<file path="src/rtl/red_pitaya_sort_scheduler.sv">
// Sort actuation scheduler: timestamps FADS sort requests into a FIFO and
// drives one trigger output after a programmable delay for a programmable time.
module red_pitaya_sort_scheduler #(
  parameter int unsigned QAW = 3,
  parameter int unsigned TW  = 32
) (
  input  logic          adc_clk_i,
  input  logic          adc_rstn_i,
  input  logic          enable_i,
  input  logic          flush_i,
  input  logic          merge_i,
  input  logic          req_i,
  input  logic [TW-1:0] delay_i,
  input  logic [TW-1:0] duration_i,
  input  logic [TW-1:0] min_gap_i,
  output logic          trig_o,
  output logic          busy_o,
  output logic [QAW:0]  q_level_o,
  output logic [TW-1:0] req_cnt_o,
  output logic [TW-1:0] drop_cnt_o,
  output logic [TW-1:0] fired_cnt_o,
  output logic [TW-1:0] merged_cnt_o
);

  localparam logic [TW-1:0] ONE     = {{(TW-1){1'b0}}, 1'b1};
  localparam logic [QAW:0]  PTR_ONE = {{QAW{1'b0}}, 1'b1};

  typedef enum logic [1:0] {IDLE, PULSE, GAP} state_t;

  state_t        state, state_nxt;
  logic [TW-1:0] now, cnt, cnt_nxt;
  logic [TW-1:0] mem [2**QAW];
  logic [QAW:0]  wr_ptr, rd_ptr;
  logic          empty, full, head_due;
  logic [TW-1:0] head, diff;
  logic          pop, merging, accept, drop, push;

  assign empty    = (wr_ptr == rd_ptr);
  assign full     = (wr_ptr[QAW] != rd_ptr[QAW]) &&
                    (wr_ptr[QAW-1:0] == rd_ptr[QAW-1:0]);
  assign head     = mem[rd_ptr[QAW-1:0]];
  // Wrap-safe comparison: due once now has reached head within half the range.
  assign diff     = now - head;
  assign head_due = !empty && !diff[TW-1];

  assign accept = enable_i && req_i && !flush_i;
  assign drop   = accept && full && !pop;
  assign push   = accept && !drop;

  always_comb begin
    state_nxt = state;
    cnt_nxt   = cnt;
    pop       = 1'b0;
    merging   = 1'b0;
    case (state)
      IDLE, GAP: begin
        if (state == GAP && cnt > ONE) begin
          cnt_nxt = cnt - ONE;
        end else begin
          // The final gap cycle may already launch, so the output stays low
          // for exactly min_gap cycles when an entry is waiting.
          state_nxt = IDLE;
          cnt_nxt   = '0;
          if (head_due) begin
            pop = 1'b1;
            if (duration_i != '0) begin
              state_nxt = PULSE;
              cnt_nxt   = duration_i;
            end
          end
        end
      end
      PULSE: begin
        if (head_due && merge_i) begin
          pop     = 1'b1;
          merging = 1'b1;
        end
        if (merging && duration_i != '0) begin
          cnt_nxt = duration_i;
        end else if (merging || cnt <= ONE) begin
          if (min_gap_i != '0) begin
            state_nxt = GAP;
            cnt_nxt   = min_gap_i;
          end else begin
            state_nxt = IDLE;
            cnt_nxt   = '0;
          end
        end else begin
          cnt_nxt = cnt - ONE;
        end
      end
      default: begin
        state_nxt = IDLE;
        cnt_nxt   = '0;
      end
    endcase
  end

  always_ff @(posedge adc_clk_i or negedge adc_rstn_i) begin
    if (!adc_rstn_i) begin
      state        <= IDLE;
      cnt          <= '0;
      now          <= '0;
      trig_o       <= 1'b0;
      wr_ptr       <= '0;
      rd_ptr       <= '0;
      req_cnt_o    <= '0;
      drop_cnt_o   <= '0;
      fired_cnt_o  <= '0;
      merged_cnt_o <= '0;
    end else begin
      now <= now + ONE;
      if (flush_i) begin
        state  <= IDLE;
        cnt    <= '0;
        trig_o <= 1'b0;
        wr_ptr <= '0;
        rd_ptr <= '0;
      end else begin
        state  <= state_nxt;
        cnt    <= cnt_nxt;
        trig_o <= (state_nxt == PULSE);
        if (push)    wr_ptr       <= wr_ptr + PTR_ONE;
        if (pop)     rd_ptr       <= rd_ptr + PTR_ONE;
        if (push)    req_cnt_o    <= req_cnt_o + ONE;
        if (drop)    drop_cnt_o   <= drop_cnt_o + ONE;
        if (pop)     fired_cnt_o  <= fired_cnt_o + ONE;
        if (merging) merged_cnt_o <= merged_cnt_o + ONE;
      end
    end
  end

  always_ff @(posedge adc_clk_i) begin
    if (push) mem[wr_ptr[QAW-1:0]] <= now + delay_i;
  end

  assign q_level_o = wr_ptr - rd_ptr;
  assign busy_o    = (state != IDLE) || !empty;

endmodule

</file>
<file path="config.mk">
export PLATFORM = sky130hd
export DESIGN_NAME = red_pitaya_sort_scheduler
export DESIGN_NICKNAME = d
export VERILOG_FILES = /design/src/rtl/red_pitaya_sort_scheduler.sv
export SDC_FILE = /design/constraint.sdc
export NUM_CORES = 1
export LEC_CHECK = 0
export CAP_MARGIN = 20
export CORE_ASPECT_RATIO = 1.25
export CORE_UTILIZATION = 30
export DETAILED_ROUTE_END_ITERATION = 10
export PLACE_DENSITY = 0.44
export SLEW_MARGIN = 20
export SYNTH_ARGS = -nofsm -noshare
export SYNTH_HDL_FRONTEND = slang
export SYNTH_SLANG_ARGS = --single-unit
</file>
<file path="constraint.sdc">
create_clock -name adc_clk_i -period 9.1 [get_ports adc_clk_i]
set_input_delay 1.365 -clock adc_clk_i [delete_from_list [all_inputs] [get_ports adc_clk_i]]
set_output_delay 1.365 -clock adc_clk_i [all_outputs]
set_load 0.1 [all_outputs]
</file>
Word level (Yosys, flattened, before mapping):

Memory sizes are Yosys's and may differ from the RTL's.
Index checks and enable logic that the tools add are counted.

* add/subtract/negate cells: 11
* magnitude comparators: 2
* equal/unequal tests: 6
* muxes and demuxes: 29
* bitwise logic cells: 1
* reduce and logical (&&, ||, !) cells: 28

Operators with widths (number)
* $mux 32: 7
* $add 32x1->32 const B: 5
* $pmux 32 s2: 1
* $reduce_bool 32->1: 2
* $add 32x32->32: 1
* $gt 32x1->1 const B: 1
* $le 32x1->1 const B: 1
* $sub 32x1->32 const B: 1
* $sub 32x32->32: 1
* $mux 4: 4
* $logic_and 1x1->1: 10
* $mux 1: 10
* $mux 2: 5
* $add 4x1->4 const B: 2
* $reduce_and 2->1: 4
* $reduce_bool 2->1: 3
* $logic_not 1->1: 5
* $eq 2x1->1 const B: 2
* $eq 4x4->1: 1
* $pmux 2 s2: 1
* $sub 4x4->4: 1
* $eq 3x3->1: 1
* $eq 2x2->1 const B: 1
* $logic_not 2->1: 1
* 5 further kinds: 6

* register bits after elaboration: 203
* RAM bits: 256
* input port bits: 102
* output and inout port bits: 134
* word-level logic and storage cells: 88
* memories: 1

Memory list
* mem: depth 8, bits a word 32, rd ports 1, clocked after Yosys merged registers in 0, wr ports 1, line 32 `logic [TW-1:0] mem [2**QAW];`

Longest topological paths before layout:

Gate-level depths: netlist (run 1).
An unclocked memory read counts as a cell.

* depth in word-level cells: 13
* gate-level depth with buffers: 15
* gate-level depth less buffers: 12

Least setup slack after synthesis (run 1):

Ideal clock, no wire load.

* kind: register to register
* start: register rd_ptr[0]
* end: memory mem[0][0] (enable)
* setup time: 501 ps
* data arrival time: 7071 ps
* required time: 8599 ps
* slack: 1527 ps
* stages on the path, launching flop included: 15
* path buffers: 3
* clock period less this slack: 7573 ps
* path through: dfrtp_1 > buf_2 > buf_1 > mux4_2 > mux2i_1 > ha_1 > a21o_1 > a221o_1 > a21oi_1 > o31ai_1 > a31oi_2 > mux2i_4 > o21ai_2 > clkbuf_1 > nor4_1

* cells in the longest elaborated chain, start to end: 13
* elaborated cells on any way between the ends: 20
* classes of those cells: 1 x add/sub; 2 x eq/ne; 6 x mux; 10 x reduce/logical; 1 x memory

Ends and longest elaborated chain
* from (decl): line 33 `logic [QAW:0] wr_ptr, rd_ptr;`
* from (signal assigned): line 124 `if (pop) rd_ptr <= rd_ptr + PTR_ONE;`
* $mem_v2 8x32
* $sub 32x32->32: line 43 `assign diff = now - head;`
* $logic_not 1->1: line 44 `assign head_due = !empty && !diff[TW-1];`
* $logic_and 1x1->1: line 44
* $mux 1 or $logic_and 1x1->1 (tied branches): line 64, 74
* $mux 1 (on tied branches): line 57, 74
* $pmux 1 s2: line 55 `case (state)`
* $logic_not 1->1: line 47 `assign drop = accept && full && !pop;`
* $logic_and 1x1->1 (*): line 47
* $logic_not 1->1 (*): line 48 `assign push = accept && !drop;`
* $logic_and 1x1->1 (*): line 48
* $mux 1 (*): line 134 `if (push) mem[wr_ptr[QAW-1:0]] <= now + delay_i;`
* $mux 1 (implied by the code) (*): line 134
* to (decl): line 32

Every way passes the cells marked *; elsewhere a longest branch is shown, timed or not.

Worst setup path in the final report (run 1):

* start: register rd_ptr[0]
* end: memory mem[5][24] (enable)

The elaborated chain is that of the path after synthesis.

==> results.toml, run 1 <==
[grt]
grt_pass1_vias = 15200
overflow = 0
grt_pass1_wl_mm = 96.8
antenna_found_initial = 1
grt_max_degree = 101
grt_use_total = 0.170

[timing]
grt_setup_unrepaired = "no"
tns_ns = 0
setup_violations = 0
finalCritPeriodShare = 0.682
worstMarginPinSlew_ns = 1.10
relSlewSlack = 0.265
fmax_mhz = 161
timing.final.hold_violations = 0
fin_crit_ns = 6.20
fin_worst_skew_ns = 0.0245
drv_slew = 0

[synthesis]
synth-seq-cells = 459
synth_top_area_cell = "edfxtp_1"
ys_seq_area_frac = 0.581
synthFlopType = "edfxtp_1"
synth_compound_area_frac = 0.0631
syn_avg_cell_area_um2 = 13.1
synthXorXnorAreaFrac = 0.0877
synthAdderAreaFrac = 0.0434
postSynthCellCount = 1671
syn_nets = 1848
synthSimpleGateAreaFrac = 0.124
synth_cell_types = 72
synthMuxAreaShare = 0.0864
synth_area_leaders = "edfxtp_1 35%, dfrtp_1 23%, mux4_2 6.6%"
synth_warnings = 0
synth_top_area_frac = 0.350
synth_top_family_by_area = "simple AND/OR/NAND/NOR gates"
synth_edf_count = 256
syn_area_um2 = 22000
async_flop_share = 0.442

[clocking]
cts_tree = "done"
postCtsSetupRepairBufs = 0
clk_pin_slew_ns = 0.06
cts.htree.levels = 2
clock_sinks = 459
cts_hold_buf = 0
cts_made_buffers = 49
insertion_delay_ns = 0.59
clock_path_buffers = 3
cts_root_buf = "clkbuf_16"
cts-resized-gates = 0

[layout]
final_nets = 2106
regArea_um2 = 12800
fill_cells = 6908
syn2layout_area_growth_pct = 23.9
multi_input_area_um2 = 8950
final_cell_count_no_fill = 2921
fin_area_um2 = 27200
drive_gt1_frac = 0.102
mostFrequentLayoutCells = "256 x edfxtp_1, 234 x clkdlybuf4s50_1, 201 x dfrtp_1, 131 x xnor2_1, 113 x nand2_1"
diodes = 0
final_common_cell = "edfxtp_1"

[die]
start_util = 0.304
die_w_um = 244
dieHeight_um = 305
rows = 110
core_area_um2 = 72300
ios = 236
die_area_um2 = 74300

[route]
num_vias = 14700
drt-vias-per-instance = 5.05
drt-initial-drc-count = 909
drt-pass1-iter-count = 5
routedWlPerCell_um = 21.6
wl_mm = 63.1
drcViolationCount = 0
ant_nets = 0

[hold_path]
holdPathStages = 1
hp-class = "reg2reg"

[placement]
dpl.hpwl_mm = 43.9
placed_area_um2 = 25500
place_congestion = 0.852
placed_cells = 2830
io_buffers = 235

[flow_run]
maxCapViolations = 0

[power_and_ir_drop]
p_leak_nw = 10.7
p_per_area_nw_per_um2 = 261
power.total_mw = 7.10
peakVddDrop_mv = 0.193

[setup_path]
worstPathMaxFanout = 33
arrival_ns = 6.42
crit_chain = "buf_4 -> mux4_2 -> mux2i_1 -> ha_1 -> a21oi_1 -> o21ai_0 -> a221oi_1 -> nand2_1 -> a31oi_2 -> mux2i_4 -> o21a_1 -> nand2_1 -> nor3_2 -> buf_4"
slowest_delay_ns = 0.84
worstPathRequired_ns = 9.31
crit_type = "reg2reg"
worstSetupEndpointType = "flop"
reg2regPathDepth = 14
slowest_stage = "dfrtp_4"
start_kind = "flop"

[run_status]
status = "complete, no violations"
==> power by group <==
group,switching [mW],leakage (nW),internal (mW)
clock,0.845,0.812,1.24
combinational,1.61,4.80,0.948
sequential,0.159,5.05,2.31
==> per-layer routing <==
| metal | share of wire | wire [um] | vias to the layer above | global-route usage |
|---|---|---|---|---|
| li1 | - | - | 6851 | - |
| met1 | 0.44 | 27600 | 7410 | 0.225 |
| met2 | 0.49 | 31000 | 397 | 0.289 |
| met3 | 0.049 | 3080 | 79 | 0.0225 |
| met4 | 0.022 | 1390 | 2 | 0.0464 |
| met5 | 0.00011 | 7 | - | 0 |
==> area by class of cell <==
cell class,instances,share of cell area
sequential,459,0.469
tap,952,0.0438
clock inverter,19,0.00837
clock buffer,72,0.0529
inverter,28,0.00386
timing repair buffer,258,0.0931
multi-input combinational,1133,0.329
==> synthesized netlist by cell type (all sizes together) (38+ instances only) <==
cell type  instances
xor2              89
nor4              51
dfrtp            203
mux2i             41
ha                73
edfxtp           256
nand3             70
nand4             50
mux4              64
a21oi             53
xnor2            131
nand2            114
o21ai             38
nor2              87
nor3              59
==> cells by family (layout without fill, tap and decap cells) <==
group / count (synthesis) / in the layout
buffers and inverters: 79 / 377
muxes: 108 / 108
DFF: 459 / 459
and+or+nand+nor: 524 / 524
adders and majority gates: 75 / 75
AOI/OAI and AO/OA: 206 / 206
xor gates and xnor gates: 220 / 220
==> critical path: cells and delay by family (launching register included) <==
kind | cells | cell delay, ns
AOI/OAI and AO/OA | 5 | 1.65
adders and majority gates | 1 | 0.27
buffers and inverters | 2 | 1.01
DFF | 1 | 0.84
muxes | 3 | 1.54
and+or+nand+nor | 3 | 0.46
==> stage by stage <==
step / hold WS [ns] / utilization / worst slack [ns]
6_report: 0.475 / 0.377 / 2.90
5_1_grt: 0.493 / 0.377 / 2.26
4_1_cts: 0.481 / 0.377 / 2.67
3_5_place_dp: 0.472 / 0.354 / 2.73
3_3_place_gp: 0.460 / 0.353 / 2.79
2_1_floorplan: 0.468 / - / 1.53
==> state kept, by name, summed over array words and instances (netlist names) <==
signal / count
cnt: 32
drop_cnt_o: 32
fired_cnt_o: 32
mem: 256
merged_cnt_o: 32
now: 32
rd_ptr: 4
req_cnt_o: 32
state: 2
trig_o: 1
wr_ptr: 4
==> worst paths after layout <==
check                                   endpoint          start  slack, ns
worst max-delay path                  mem[5][24]      rd_ptr[0]       2.90
worst min-delay path               req_cnt_o[31]  req_cnt_o[31]       0.47
worst max register to register        mem[5][24]      rd_ptr[0]       2.90
worst min register to register     req_cnt_o[31]  req_cnt_o[31]       0.47
max in group asynchronous              rd_ptr[0]     adc_rstn_i       6.22
min in group asynchronous       merged_cnt_o[17]     adc_rstn_i       0.83
(Power assumes the default switching activity.)
==> run 2: changes to the inputs <==
==> constraint.sdc (replaced) <==
create_clock -name adc_clk_i -period 6.07 [get_ports adc_clk_i]
set_input_delay 0.9105 -clock adc_clk_i [delete_from_list [all_inputs] [get_ports adc_clk_i]]
set_output_delay 0.9105 -clock adc_clk_i [all_outputs]
set_load 0.1 [all_outputs]
==> results.toml, run 2 (same netlist as run 1, synthesis figures left out) <==
[setup_path]
worstPathMaxFanout = 32
rrSetupSlack_ns = 0.95
r2r-start = "rd_ptr[0]"
crit_type = "reg2reg"
start_kind = "flop"
worstSetupEndpointType = "flop"
arrival_ns = 5.38
startpoint = "rd_ptr[0]"
worstPathRequired_ns = 6.33

[clocking]
cts_tree = "done"
cts-resized-gates = 0
postCtsSetupRepairBufs = 0
clock_sinks = 459
cts.htree.levels = 2
clk_pin_slew_ns = 0.06
cts_root_buf = "clkbuf_16"
cts_hold_buf = 0
clock_path_buffers = 3
cts_made_buffers = 52
insertion_delay_ns = 0.61

[power_and_ir_drop]
p_int_mw = 6.68
p_seq_frac = 0.347
p_sw_frac = 0.370
clkPwrFrac = 0.288
peakVddDrop_mv = 0.379
switching_power_mw = 3.93
p_leak_nw = 10.7
p_per_area_nw_per_um2 = 387
p_comb_frac = 0.365

[die]
ios = 236
die_w_um = 244
core_area_um2 = 72300
die_area_um2 = 74300
start_util = 0.304
rows = 110
dieHeight_um = 305

[grt]
overflow = 0
antenna_found_initial = 0
grt_use_total = 0.169
grt_max_degree = 119
grt_pass1_wl_mm = 96.0
grt_pass1_vias = 15300

[route]
drt-vias-per-instance = 5.05
num_vias = 14800
wl_mm = 62.8
drcViolationCount = 0
ant_nets = 0
drt-initial-drc-count = 981
drt-pass1-iter-count = 5
routedWlPerCell_um = 21.4

[layout]
fin_area_um2 = 27400
diodes = 0
largest_reg_flops = 256
drive_gt1_frac = 0.104
syn2layout_area_growth_pct = 24.9
mostFrequentLayoutCells = "256 x edfxtp_1, 234 x clkdlybuf4s50_1, 201 x dfrtp_1, 131 x xnor2_1, 113 x nand2_1"
final_nets = 2121
final_common_cell = "edfxtp_1"

[timing]
setup_violations = 0
fmax_mhz = 195
fin_worst_skew_ns = 0.0325
drv_slew = 0
worstMarginPinSlew_ns = 1.09
grt_setup_unrepaired = "no"
relSlewSlack = 0.270
fin_crit_ns = 5.12
whs_ns = 0.334
worst_slack_ns = 0.955
timing.final.hold_violations = 0
finalCritPeriodShare = 0.843

[placement]
dpl.hpwl_mm = 43.6
placed_area_um2 = 25800
dp_slack_ns = 0.880
place_congestion = 0.830
io_buffers = 235

[hold_path]
hp-class = "in2async"

[flow_run]
maxCapViolations = 0

[run_status]
status = "complete, no violations"
run 2: cell types whose count changed in the layout (fill, tap and decap cells not counted), sizes merged:
cell    before  now
clkbuf      72   79
clkinv      10   11
inv         29   30
buf         24   36
bufinv       5    2
run 2: area by class of cell:
type	instances	area, um^2
inverter	28	105
fill	6993	44800
tap	952	1190
clock inverter	18	148
multi-input combinational	1133	8980
clock buffer	79	1500
sequential	459	12800
timing repair buffer	270	2730
run 2: power by group through the flow:
stage	clock [mW]	combinational (mW)	sequential [mW]
detailed placement	0	3.85	3.75
floorplan	0	2.60	3.94
CTS	3.16	3.87	3.69
global route	3.27	4.20	3.72
finish	3.06	3.87	3.69
global placement	0	3.85	3.75
run 2: path summary, 6_finish.rpt:
check,endpoint,depth (start not counted)
max in group asynchronous,rd_ptr[0],2
hold reg to reg,drop_cnt_o[31],1
setup reg to reg,mem[6][6],14
setup / recovery,mem[6][6],14
hold / removal,merged_cnt_o[20],1
min in group adc_clk_i,drop_cnt_o[31],1
run 2: metrics by stage:
step / utilization / TNS [ns] / total power [mW] / instances
finish: 0.380 / 0 / 10.6 / 2939
global route: 0.380 / 0 / 11.2 / 2939
CTS: 0.380 / 0 / 10.7 / 2939
detailed placement: 0.357 / 0 / 7.60 / 2842
global placement: 0.357 / 0 / 7.60 / 2842
floorplan: - / -89.37 / 6.54 / 1671
run 2: per-layer routing:
metal  GRT usage  vias to the layer above  share of wire
li1            -                     6885              -
met1       0.223                     7484           0.44
met2       0.292                      396           0.50
met3      0.0243                       75          0.046
met4      0.0385                        0          0.018
met5           0                        -              0
run 2: critical path, cell delays in order, from the launching register on:
cell and delay [ns]:
dfrtp_4 0.72, buf_4 0.37, mux4_2 0.55, mux2i_1 0.21, ha_1 0.28, a21oi_1 0.13, o21ai_0 0.15, a21oi_1 0.26
o31ai_1 0.15, a31oi_2 0.54, mux2i_4 0.48, o21a_1 0.20, nand2_1 0.12, nor3_2 0.26, buf_12 0.29
==> run 3: changes to the inputs <==
--- a/config.mk
+++ b/config.mk
@@ -9,7 +9,7 @@
 export CORE_ASPECT_RATIO = 1.25
 export CORE_UTILIZATION = 30
 export DETAILED_ROUTE_END_ITERATION = 10
-export PLACE_DENSITY = 0.44
+export PLACE_DENSITY = 0.45
 export SLEW_MARGIN = 20
 export SYNTH_ARGS = -nofsm -noshare
 export SYNTH_HDL_FRONTEND = slang
==> constraint.sdc (replaced) <==
create_clock -name adc_clk_i -period 4.6 [get_ports adc_clk_i]
set_input_delay 0.69 -clock adc_clk_i [delete_from_list [all_inputs] [get_ports adc_clk_i]]
set_output_delay 0.69 -clock adc_clk_i [all_outputs]
set_load 0.1 [all_outputs]
==> results.toml, run 3 (same netlist as run 1, synthesis figures left out) <==
[run_status]
status = "complete, no violations"

[setup_path]
startpoint = "rd_ptr[0]"
reg2regPathDepth = 16
start_kind = "flop"
r2r-start = "rd_ptr[0]"
worstPathMaxFanout = 11
worstSetupEndpointType = "flop"
rrSetupSlack_ns = 0.32
crit_path_end = "cnt[26]"
arrival_ns = 4.76
crit_type = "reg2reg"
worstPathRequired_ns = 5.08
reg2reg_to = "cnt[26]"

[timing]
grt_setup_unrepaired = "no"
setup_violations = 0
drv_slew = 0
timing.final.hold_violations = 0
relSlewSlack = 0.275
fin_crit_ns = 4.28
worstMarginPinSlew_ns = 1.08
fmax_mhz = 234
tns_ns = 0
fin_worst_skew_ns = 0.0284
finalCritPeriodShare = 0.930
worst_slack_ns = 0.321

[clocking]
clock_sinks = 459
cts_root_buf = "clkbuf_16"
insertion_delay_ns = 0.61
cts_made_buffers = 50
clk_pin_slew_ns = 0.06
cts.htree.levels = 2
cts_hold_buf = 0
cts_tree = "done"
clock_path_buffers = 3

[route]
routedWlPerCell_um = 21.3
drt-pass1-iter-count = 7
drt-initial-drc-count = 791
drcViolationCount = 0
ant_nets = 0
num_vias = 15000
wl_mm = 63.7
drt-vias-per-instance = 5.01

[die]
die_area_um2 = 74300
start_util = 0.304
core_area_um2 = 72300
die_w_um = 244
ios = 236
rows = 110
dieHeight_um = 305

[placement]
dp_slack_ns = -0.0866
placed_area_um2 = 26300
place_congestion = 0.896
io_buffers = 235
dpl.hpwl_mm = 45.4

[layout]
largest_reg_flops = 256
diodes = 0
mostFrequentLayoutCells = "256 x edfxtp_1, 229 x clkdlybuf4s50_1, 201 x dfrtp_1, 131 x xnor2_1, 112 x nand2_1"
final_common_cell = "edfxtp_1"
fin_area_um2 = 28000
syn2layout_area_growth_pct = 27.4
fill_cells = 6897
final_nets = 2173
drive_gt1_frac = 0.135

[grt]
grt_pass1_wl_mm = 97.7
grt_use_total = 0.171
grt_pass1_vias = 15800
overflow = 0
antenna_found_initial = 0
grt_max_degree = 99

[power_and_ir_drop]
p_sw_frac = 0.369
p_leak_nw = 11.0
switching_power_mw = 5.30
p_seq_frac = 0.334
p_per_area_nw_per_um2 = 513
clkPwrFrac = 0.275
p_int_mw = 9.06
peakVddDrop_mv = 0.406
p_comb_frac = 0.390
power.total_mw = 14.4

[hold_path]
hp-class = "in2async"

[flow_run]
maxCapViolations = 0
-- run 3: area by class of cell --
cell class | instances | area [um^2] | share of cell area
Timing Repair Buffer | 324 | 3250 | 0.116
Clock buffer | 63 | 1340 | 0.0479
Sequential cell | 459 | 12800 | 0.457
Tap cell | 952 | 1190 | 0.0426
Multi-Input combinational cell | 1133 | 9040 | 0.323
Inverter | 28 | 105 | 0.00376
Clock inverter | 31 | 270 | 0.00966
-- run 3: how the worst min path moves through the flow --
stage                      from                to  slack [ns]
2_1_floorplan        adc_rstn_i            cnt[0]        0.39
3_3_place_gp     drop_cnt_o[31]    drop_cnt_o[31]        0.46
3_5_place_dp   merged_cnt_o[31]  merged_cnt_o[31]        0.46
4_1_cts              adc_rstn_i  merged_cnt_o[14]        0.14
5_1_grt              adc_rstn_i  merged_cnt_o[19]        0.17
6_report             adc_rstn_i  merged_cnt_o[19]        0.12
-- run 3: critical path, cell delays in order, from the launching register on --
cell      delay (ns)
dfrtp_4         0.44
buf_12          0.15
buf_12          0.14
mux4_2          0.49
mux2i_1         0.17
ha_1            0.27
a21oi_1         0.19
o211ai_1        0.15
a221oi_1        0.23
nand2_1         0.18
a31oi_4         0.28
buf_4           0.19
mux2_2          0.42
nor2_1          0.17
buf_4           0.21
a21oi_1         0.09
a221o_1         0.34
-- run 3: through the flow --
stage | hold WS [ns] | util | std cells
6_report | 0.123 | 0.387 | 2990
5_1_grt | 0.172 | 0.387 | 2990
4_1_cts | 0.138 | 0.386 | 2986
3_5_place_dp | 0.463 | 0.364 | 2892
3_3_place_gp | 0.460 | 0.364 | 2892
2_1_floorplan | 0.394 | - | 1671
-- run 3: power by group through the flow --
stage / registers, mW / logic [mW] / clock network [mW]
2_1_floorplan: 5.20 / 3.54 / 0
3_3_place_gp: 4.91 / 5.49 / 0
3_5_place_dp: 4.91 / 5.52 / 0
4_1_cts: 4.84 / 5.55 / 4.10
5_1_grt: 4.83 / 6.05 / 4.23
6_report: 4.80 / 5.60 / 3.96
-- run 3: timing repair --
action                                 in CTS  in global routing
setup buffers                               0                  4
endpoints found under the hold margin       0                  0
setup endpoints to repair                   0                292
gates resized for setup                     0                  4
-- run 3: routing by layer --
metal	global-route usage	vias up	wire length [um]
met5	0	-	0
met4	0.0427	0	1290
li1	-	6991	-
met1	0.214	7580	27200
met2	0.304	345	32400
met3	0.0289	69	2830
